**src/rtl/phase_freq_detector.sv**
```systemverilog
`default_nettype none
// ============================================================================
// Module   : phase_freq_detector
// Purpose  : Signed edge-to-edge time difference, in fpga_clk_i cycles,
//            between the reference and generated clocks. It has input
//            synchronisers, a saturating result, cycle-slip and lock
//            reporting.
// Revision : 1.0 - initial release
// ============================================================================
module phase_freq_detector #(
    parameter int WIDTH       = 20,
    parameter int SYNC_STAGES = 2,
    parameter int LOCK_THRESH = 4,
    parameter int LOCK_COUNT  = 16
) (
    input  logic             fpga_clk_i,
    input  logic             reset_i,
    input  logic             reference_i,
    input  logic             generated_i,
    output logic [WIDTH-1:0] pd_error_o,
    output logic             pd_valid_o,
    output logic             slip_o,
    output logic             lock_o
);

    // The magnitude counter is one bit narrower than the result, so the
    // signed result is symmetric and never reaches the most negative code.
    localparam int             MW          = WIDTH - 1;
    localparam logic [MW-1:0]  c_mag_max   = {MW{1'b1}};
    localparam logic [MW-1:0]  c_mag_one   = MW'(1);
    localparam logic [MW-1:0]  c_thresh    = (LOCK_THRESH >= (2 ** MW)) ? c_mag_max : MW'(LOCK_THRESH);
    localparam int             LCW         = $clog2(LOCK_COUNT + 1);
    localparam logic [LCW-1:0] c_lock_max  = LCW'(LOCK_COUNT);
    localparam logic [LCW-1:0] c_lock_one  = LCW'(1);

    typedef enum logic [1:0] {
        S_IDLE     = 2'd0,
        S_REF_LEAD = 2'd1,
        S_GEN_LEAD = 2'd2
    } state_t;

    logic [SYNC_STAGES-1:0] r_ref_sync;
    logic [SYNC_STAGES-1:0] r_gen_sync;
    logic                   r_ref_dly;
    logic                   r_gen_dly;
    logic                   w_ref_e;
    logic                   w_gen_e;

    state_t                 r_state;
    state_t                 w_state_nxt;
    logic [MW-1:0]          r_cnt;
    logic [MW-1:0]          w_cnt_nxt;
    logic [MW-1:0]          w_cnt_inc;

    logic                   w_pub;
    logic                   w_pub_neg;
    logic [MW-1:0]          w_pub_mag;
    logic [WIDTH-1:0]       w_pub_pos;
    logic [WIDTH-1:0]       w_pub_err;
    logic                   w_slip;

    logic [LCW-1:0]         r_lock_cnt;
    logic [LCW-1:0]         w_lock_cnt_nxt;

    logic [WIDTH-1:0]       r_pd_error;
    logic                   r_pd_valid;
    logic                   r_slip;
    logic                   r_lock;

    // Synchronise both asynchronous inputs and keep a delayed copy of the last stage for edge detection.
    always_ff @(posedge fpga_clk_i) begin
        if (reset_i) begin
            r_ref_sync <= '0;
            r_gen_sync <= '0;
            r_ref_dly  <= 1'b0;
            r_gen_dly  <= 1'b0;
        end else begin
            r_ref_sync <= {r_ref_sync[SYNC_STAGES-2:0], reference_i};
            r_gen_sync <= {r_gen_sync[SYNC_STAGES-2:0], generated_i};
            r_ref_dly  <= r_ref_sync[SYNC_STAGES-1];
            r_gen_dly  <= r_gen_sync[SYNC_STAGES-1];
        end
    end

    assign w_ref_e   = r_ref_sync[SYNC_STAGES-1] & ~r_ref_dly;
    assign w_gen_e   = r_gen_sync[SYNC_STAGES-1] & ~r_gen_dly;
    assign w_cnt_inc = (r_cnt == c_mag_max) ? r_cnt : (r_cnt + c_mag_one);

    // State and lead counter registers.
    always_ff @(posedge fpga_clk_i) begin
        if (reset_i) begin
            r_state <= S_IDLE;
            r_cnt   <= '0;
        end else begin
            r_state <= w_state_nxt;
            r_cnt   <= w_cnt_nxt;
        end
    end

    // Next state, next count, and publish/slip decisions from the two edge events.
    always_comb begin
        w_state_nxt = r_state;
        w_cnt_nxt   = r_cnt;
        w_pub       = 1'b0;
        w_pub_neg   = 1'b0;
        w_pub_mag   = r_cnt;
        w_slip      = 1'b0;
        unique case (r_state)
            S_IDLE: begin
                w_cnt_nxt = '0;
                if (w_ref_e && w_gen_e) begin
                    w_pub     = 1'b1;
                    w_pub_mag = '0;
                end else if (w_ref_e) begin
                    w_state_nxt = S_REF_LEAD;
                    w_cnt_nxt   = c_mag_one;
                end else if (w_gen_e) begin
                    w_state_nxt = S_GEN_LEAD;
                    w_cnt_nxt   = c_mag_one;
                end
            end
            S_REF_LEAD: begin
                if (w_gen_e) begin
                    w_pub = 1'b1;
                    // A coincident new reference edge opens the next measurement at once.
                    if (w_ref_e) begin
                        w_cnt_nxt = c_mag_one;
                    end else begin
                        w_state_nxt = S_IDLE;
                        w_cnt_nxt   = '0;
                    end
                end else if (w_ref_e) begin
                    w_slip    = 1'b1;
                    w_cnt_nxt = c_mag_one;
                end else begin
                    w_cnt_nxt = w_cnt_inc;
                end
            end
            S_GEN_LEAD: begin
                w_pub_neg = 1'b1;
                if (w_ref_e) begin
                    w_pub = 1'b1;
                    if (w_gen_e) begin
                        w_cnt_nxt = c_mag_one;
                    end else begin
                        w_state_nxt = S_IDLE;
                        w_cnt_nxt   = '0;
                    end
                end else if (w_gen_e) begin
                    w_slip    = 1'b1;
                    w_cnt_nxt = c_mag_one;
                end else begin
                    w_cnt_nxt = w_cnt_inc;
                end
            end
            default: begin
                w_state_nxt = S_IDLE;
                w_cnt_nxt   = '0;
            end
        endcase
    end

    assign w_pub_pos = {1'b0, w_pub_mag};
    assign w_pub_err = w_pub_neg ? ('0 - w_pub_pos) : w_pub_pos;

    // Run length of consecutive in-threshold results; any slip or large error restarts it.
    always_comb begin
        w_lock_cnt_nxt = r_lock_cnt;
        if (w_slip) begin
            w_lock_cnt_nxt = '0;
        end else if (w_pub) begin
            if (w_pub_mag <= c_thresh) begin
                w_lock_cnt_nxt = (r_lock_cnt == c_lock_max) ? r_lock_cnt : (r_lock_cnt + c_lock_one);
            end else begin
                w_lock_cnt_nxt = '0;
            end
        end
    end

    // Output registers; lock follows the run counter in the same cycle as the strobe.
    always_ff @(posedge fpga_clk_i) begin
        if (reset_i) begin
            r_pd_error <= '0;
            r_pd_valid <= 1'b0;
            r_slip     <= 1'b0;
            r_lock_cnt <= '0;
            r_lock     <= 1'b0;
        end else begin
            if (w_pub) begin
                r_pd_error <= w_pub_err;
            end
            r_pd_valid <= w_pub;
            r_slip     <= w_slip;
            r_lock_cnt <= w_lock_cnt_nxt;
            r_lock     <= (w_lock_cnt_nxt == c_lock_max);
        end
    end

    assign pd_error_o = r_pd_error;
    assign pd_valid_o = r_pd_valid;
    assign slip_o     = r_slip;
    assign lock_o     = r_lock;

endmodule
`default_nettype wire

```
**config.mk**
```make
export PLATFORM = sky130hd
export DESIGN_NAME = phase_freq_detector
export DESIGN_NICKNAME = d
export VERILOG_FILES = /design/src/rtl/phase_freq_detector.sv
export SDC_FILE = /design/constraint.sdc
export NUM_CORES = 1
export LEC_CHECK = 0
export BUFFER_PORTS_ARGS = -buffer_cell sky130_fd_sc_hd__clkbuf_2
export CAP_MARGIN = 20
export CELL_PAD_IN_SITES_DETAIL_PLACEMENT = 0
export CELL_PAD_IN_SITES_GLOBAL_PLACEMENT = 1
export CORE_ASPECT_RATIO = 1.25
export CORE_MARGIN = 2
export CORE_UTILIZATION = 44
export CTS_CLUSTER_SIZE = 30
export DETAILED_ROUTE_END_ITERATION = 8
export GPL_TIMING_DRIVEN = 1
export PLACE_DENSITY_LB_ADDON = 0.1
export SLEW_MARGIN = 10
export SYNTH_ARGS = -nofsm -noshare
export SYNTH_HDL_FRONTEND = slang
export SYNTH_SLANG_ARGS = --single-unit
```
**constraint.sdc**
```tcl
create_clock -name fpga_clk_i -period 2.9 [get_ports fpga_clk_i]
set_clock_uncertainty 0.05 [all_clocks]
set_input_delay 0.58 -clock fpga_clk_i [delete_from_list [all_inputs] [get_ports fpga_clk_i]]
set_output_delay 0.58 -clock fpga_clk_i [all_outputs]
set_load 0.02 [all_outputs]
```
### Word-level counts from Yosys, hierarchy flattened

Cells that the tools add are included.
W data, S select, Z words.

* register bits after elaboration: 55
* input bits: 4
* output and inout port bits: 23
* word-level logic and storage cells: 66

* add/subtract/negate cells: 3
* $lt $le $gt $ge: 1
* equal/unequal tests: 11
* multiplexer cells: 33
* bitwise gates (word level): 4
* reduce and logical (&&, ||, !) cells: 3

Operators by type and width (count)
* $mux W19: 7
* $pmux W19 S3: 1
* $mux W20: 1
* $mux W5: 4
* $sub A1 B19 Y20 const A: 1
* $add A19 B1 Y19 const B: 1
* $eq A19 B19 Y1 const B: 1
* $le A19 B3 Y1 const B: 1
* $mux W2: 7
* $eq A5 B5 Y1 const B: 2
* $mux W1: 10
* $ne A2 B2 Y1 const B: 5
* $pmux W2 S3: 1
* $reduce_and A6 Y1: 1
* $add A5 B1 Y5 const B: 1
* $ne A3 B3 Y1 const B: 1
* $pmux W1 S3: 1
* $and A1 B1 Y1: 2
* $eq A2 B1 Y1 const B: 1
* $eq A2 B2 Y1 const B: 1
* $logic_not A2 Y1: 1
* $not A1 Y1: 2
* $pmux W1 S2: 1
* $logic_and A1 B1 Y1: 1

### Longest topological paths before layout

* depth in word-level cells: 10
* depth in mapped cells: 13
* mapped depth without buffers: 12

### Worst setup path before layout

Ideal clock, no wire load.

* kind: register -> register
* start point: register r_ref_sync[1]
* end point: register r_pd_error[12], in the netlist pd_error_o[12]
* setup time: 0.086 ns
* arrival: 2.420 ns
* required time: 2.764 ns
* setup slack: 0.344 ns
* cell stages (with the launch flop): 13
* buffers on the path: 1
* clock period less this slack: 2.556 ns
* cells stage by stage: dfxtp_1 -> nor2b_1 -> ha_1 -> nand2_1 -> clkbuf_1 -> nand2_1 -> ha_1 -> inv_1 -> o21ai_0 -> nand3_1 -> a21oi_1 -> nor3_1 -> a211oi_1

* longest elaborated chain between the ends: 6
* elaborated cells on any way between the ends: 9
* classes of those cells: 1 x add/sub; 6 x mux; 1 x bitwise; 1 x reduce/logical

Ends and longest elaborated chain
* start: declaration: RTL line 42 `logic [SYNC_STAGES-1:0] r_ref_sync;`
* start signal: assignment: RTL line 78 `r_ref_sync <= {r_ref_sync[SYNC_STAGES-2:0], reference_i};`
* $and A1 B1 Y1 *: RTL line 85 `assign w_ref_e = r_ref_sync[SYNC_STAGES-1] & ~r_ref_dly;`
* $logic_and A1 B1 Y1: RTL line 111 `if (w_ref_e && w_gen_e) begin`
* $mux W19: RTL line 111
* $mux W19: RTL line 108 `unique case (r_state)`
* $sub A1 B19 Y20: RTL line 164 `assign w_pub_err = w_pub_neg ? ('0 - w_pub_pos) : w_pub_pos;`
* $mux W20: RTL line 164
* end signal: assignment: RTL line 190 `r_pd_error <= w_pub_err;`
* end: declaration: RTL line 65 `logic [WIDTH-1:0] r_pd_error;`

Mark *: on every way between the ends. The rest lies on a longest branch, timed or not.
A chain may end at the register's enable or synchronous reset.

### Final worst setup path

Same ends and word-level chain as after synthesis.

==> results_dict.tcl <==
set metrics [dict create \
    hold_ws_ps 413 \
    htreeDepth 2 \
    vias 2607 \
    relSlewSlack_pct 61.5 \
    final_common_cell "dfxtp_1" \
    cp_slowest_cell "dfxtp_1" \
    grt-busiest-layer "met2" \
    syn_area_sq_um 2990 \
    numCtsBuffers 5 \
    drc 0 \
    placeableCoreArea_sq_um 6570 \
    final_cell_mix "dfxtp_1, nor2_1, nand2_1" \
    rsz0062_at_grt "true" \
    clk_pin_slew_ps 100 \
    cp_num_buf_inv 1 \
    slowest_delay_ps 360 \
    ys_warn_count 0 \
    start_util_pct 45.6 \
    antenna_found_initial 0 \
    drt_pre_antenna_iters 4 \
    grt_usage_pct 19.8 \
    use_met2_pct 35.5 \
    cts_setup_buffers 0 \
    maxCapViolCount 0 \
    tightest_slew_ps 572 \
    setup_violations 0 \
    drtIter0Drc 141 \
    arrival_ps 2760 \
    die_w_um 77.8 \
    ant_nets 0 \
    root_buffer "clkbuf_8" \
    clk_path_buf_depth 2 \
    ys_ff_latch 55 \
    die_area_sq_um 7480 \
    wl_mm 7.05 \
    dp_slack_ps 196 \
    crit_chain "nor2b_1 -> ha_1 -> nand2_1 -> nand2_1 -> ha_1 -> inv_1 -> o21ai_1 -> nand3_1 -> a21oi_1 -> nor3_1 -> a211oi_1" \
    finalCriticalPeriod_ps 2570 \
    ys_async_sr_fraction_pct 0 \
    grt_max_degree 24 \
    syn_to_final_growth_pct 9.41 \
    final_util_pct 49.9 \
    synth.area.top_cells "dfxtp_1, ha_1, xnor2_1" \
    synth.avg_cell_area_sq_um 7.98 \
    grt_pass1_wl_mm 11.8 \
    rows 33 \
    synth_ff_type "dfxtp_1" \
    fmax_ghz 0.389 \
    power.density_nw_per_um2 442 \
    final_nets 406 \
    status "complete, no violations" \
    wl_per_cell_um 14.7 \
    ys_types 49 \
    clk_latency_ps 320 \
    timing.final.crit_share_pct 88.7 \
    use_met1_pct 24.6 \
    syn_nets 391 \
    hold_violations 0 \
    dp_hpwl_mm 5.24 \
    power.leakage_nw 1.26 \
    p_total_mw 1.45 \
    yosys.area.top_type "dfxtp_1" \
    synth-edff-count 0 \
    gr-usage-met3_pct 3.19 \
    drive_gt1_share_pct 13.3 \
    cp-start-kind "register" \
    critPathKind "register to register" \
    n_antenna_cell 0 \
    critPathTopFamily "simple AND/OR/NAND/NOR gates" \
    gp_congestion 0.778 \
    die_y_um 96.2 \
    drv_slew 0 \
    setup_ws_ps 328 \
    min_path_type "input pin to register" \
    worstPathRequired_ps 3080 \
    port_buffers 26 \
    worstPathMaxFanout 6 \
    io-pin-count 27 \
    yosysTopAreaCellShare_pct 36.8 \
    grt_overflow 0 \
    yosysSeqAreaShare_pct 36.8 \
    cts_tree "yes" \
    cp-end-kind "register" \
    final.fill_count 683 \
    cts.sinks 55 \
    first_global_vias 2407 \
    via_per_inst 5.45 \
    peakVddDrop_mv 0.234 \
    synthCells 375 \
]
flip-flops by register name (all words and copies together) (netlist names), 2 cells and up:
name / count
r_gen_sync: 2
r_state: 2
r_cnt: 19
r_ref_sync: 2
r_lock_cnt: 5
pd_error_o: 20
cells by family after synthesis:
group,after synthesis,synth area share (%)
fa+ha+maj,12,5.02
flops,55,36.8
mux,1,0.376
xor+xnor,23,6.73
buf+inv,37,4.89
compound gates,97,20.6
simple gates,150,25.6
synth_stat cells (2+ instances only):
| cell | count |
|---|---|
| clkbuf_1 | 24 |
| a31o_2 | 3 |
| ha_1 | 12 |
| a21boi_0 | 2 |
| nor4_1 | 5 |
| and2_1 | 5 |
| inv_1 | 12 |
| nand4_1 | 4 |
| a31oi_1 | 11 |
| nand2b_1 | 4 |
| or4_1 | 2 |
| o211ai_1 | 2 |
| or3_1 | 2 |
| or3_4 | 2 |
| o21bai_1 | 2 |
| a22oi_1 | 4 |
| nand3b_1 | 3 |
| a21oi_1 | 26 |
| xnor2_1 | 17 |
| nor2_1 | 39 |
| dfxtp_1 | 55 |
| nor3_1 | 11 |
| a211oi_1 | 7 |
| and4_1 | 5 |
| nand3_1 | 18 |
| o21ai_0 | 23 |
| xor2_1 | 6 |
| nor2b_1 | 9 |
| o31ai_1 | 4 |
| and3_1 | 6 |
| nand2_1 | 32 |
area by class of cell:
| class | count | area (sq um) | share of cell area (%) |
|---|---|---|---|
| Clock buffer | 6 | 72.6 | 2.22 |
| Multi-Input combinational cell | 283 | 1750 | 53.5 |
| Tap cell | 87 | 109 | 3.32 |
| Clock inverter | 2 | 12.5 | 0.382 |
| Timing Repair Buffer | 33 | 183 | 5.58 |
| Inverter | 12 | 45.0 | 1.38 |
| Sequential cell | 55 | 1100 | 33.6 |
where the power goes:
| part | total [mW] | internal (mW) | leakage (nW) | switching [mW] |
|---|---|---|---|---|
| logic | 0.228 | 0.0826 | 0.773 | 0.146 |
| registers | 0.796 | 0.777 | 0.445 | 0.0190 |
| clock network | 0.424 | 0.170 | 0.0412 | 0.254 |
| total | 1.45 | 1.03 | 1.26 | 0.419 |
stage by stage:
stage,setup TNS (ps),cells,instance area [sq um]
2_1_floorplan,0,375,2990
3_3_place_gp,0,470,3190
3_5_place_dp,0,470,3190
6_report,0,478,3270
4_1_cts,0,478,3270
5_1_grt,-55.0,478,3270
worst reg2reg max path, cell delays in order, from the launching register on:
cell and delay, ps:
dfxtp_1 360, nor2b_1 300, ha_1 290, nand2_1 170, nand2_1 140, ha_1 230, inv_1 110, o21ai_1 340
nand3_1 120, a21oi_1 120, nor3_1 60, a211oi_1 220
routing by layer:
metal | share of wire (%) | vias to the layer above | wire [um]
li1 | - | 1371 | -
met1 | 46 | 1201 | 3220
met2 | 51 | 28 | 3590
met3 | 2.5 | 7 | 177
met4 | 0.82 | 0 | 58
met5 | 0 | - | 0
final timing paths:
check             cells past startpoint                  startpoint  slack, ps                          end
setup reg to reg                     11    r_ref_sync[1]$_SDFF_PP0_        330  pd_error_o[12]$_SDFFE_PP0P_
hold reg to reg                       2  pd_error_o[0]$_SDFFE_PP0P_        420   pd_error_o[0]$_SDFFE_PP0P_
setup / recovery                     11    r_ref_sync[1]$_SDFF_PP0_        330  pd_error_o[12]$_SDFFE_PP0P_
hold / removal                        2                 generated_i        410     r_gen_sync[0]$_SDFF_PP0_
what timing repair did:
| action | 4_1_cts | 5_1_grt |
|---|---|---|
| endpoints found under the setup margin | 0 | 5 |
| gates resized for setup | 0 | 1 |
| hold buffers | 0 | 0 |
| hold endpoints to repair | 0 | 0 |
Note: power is estimated with default switching activity, not from simulation.
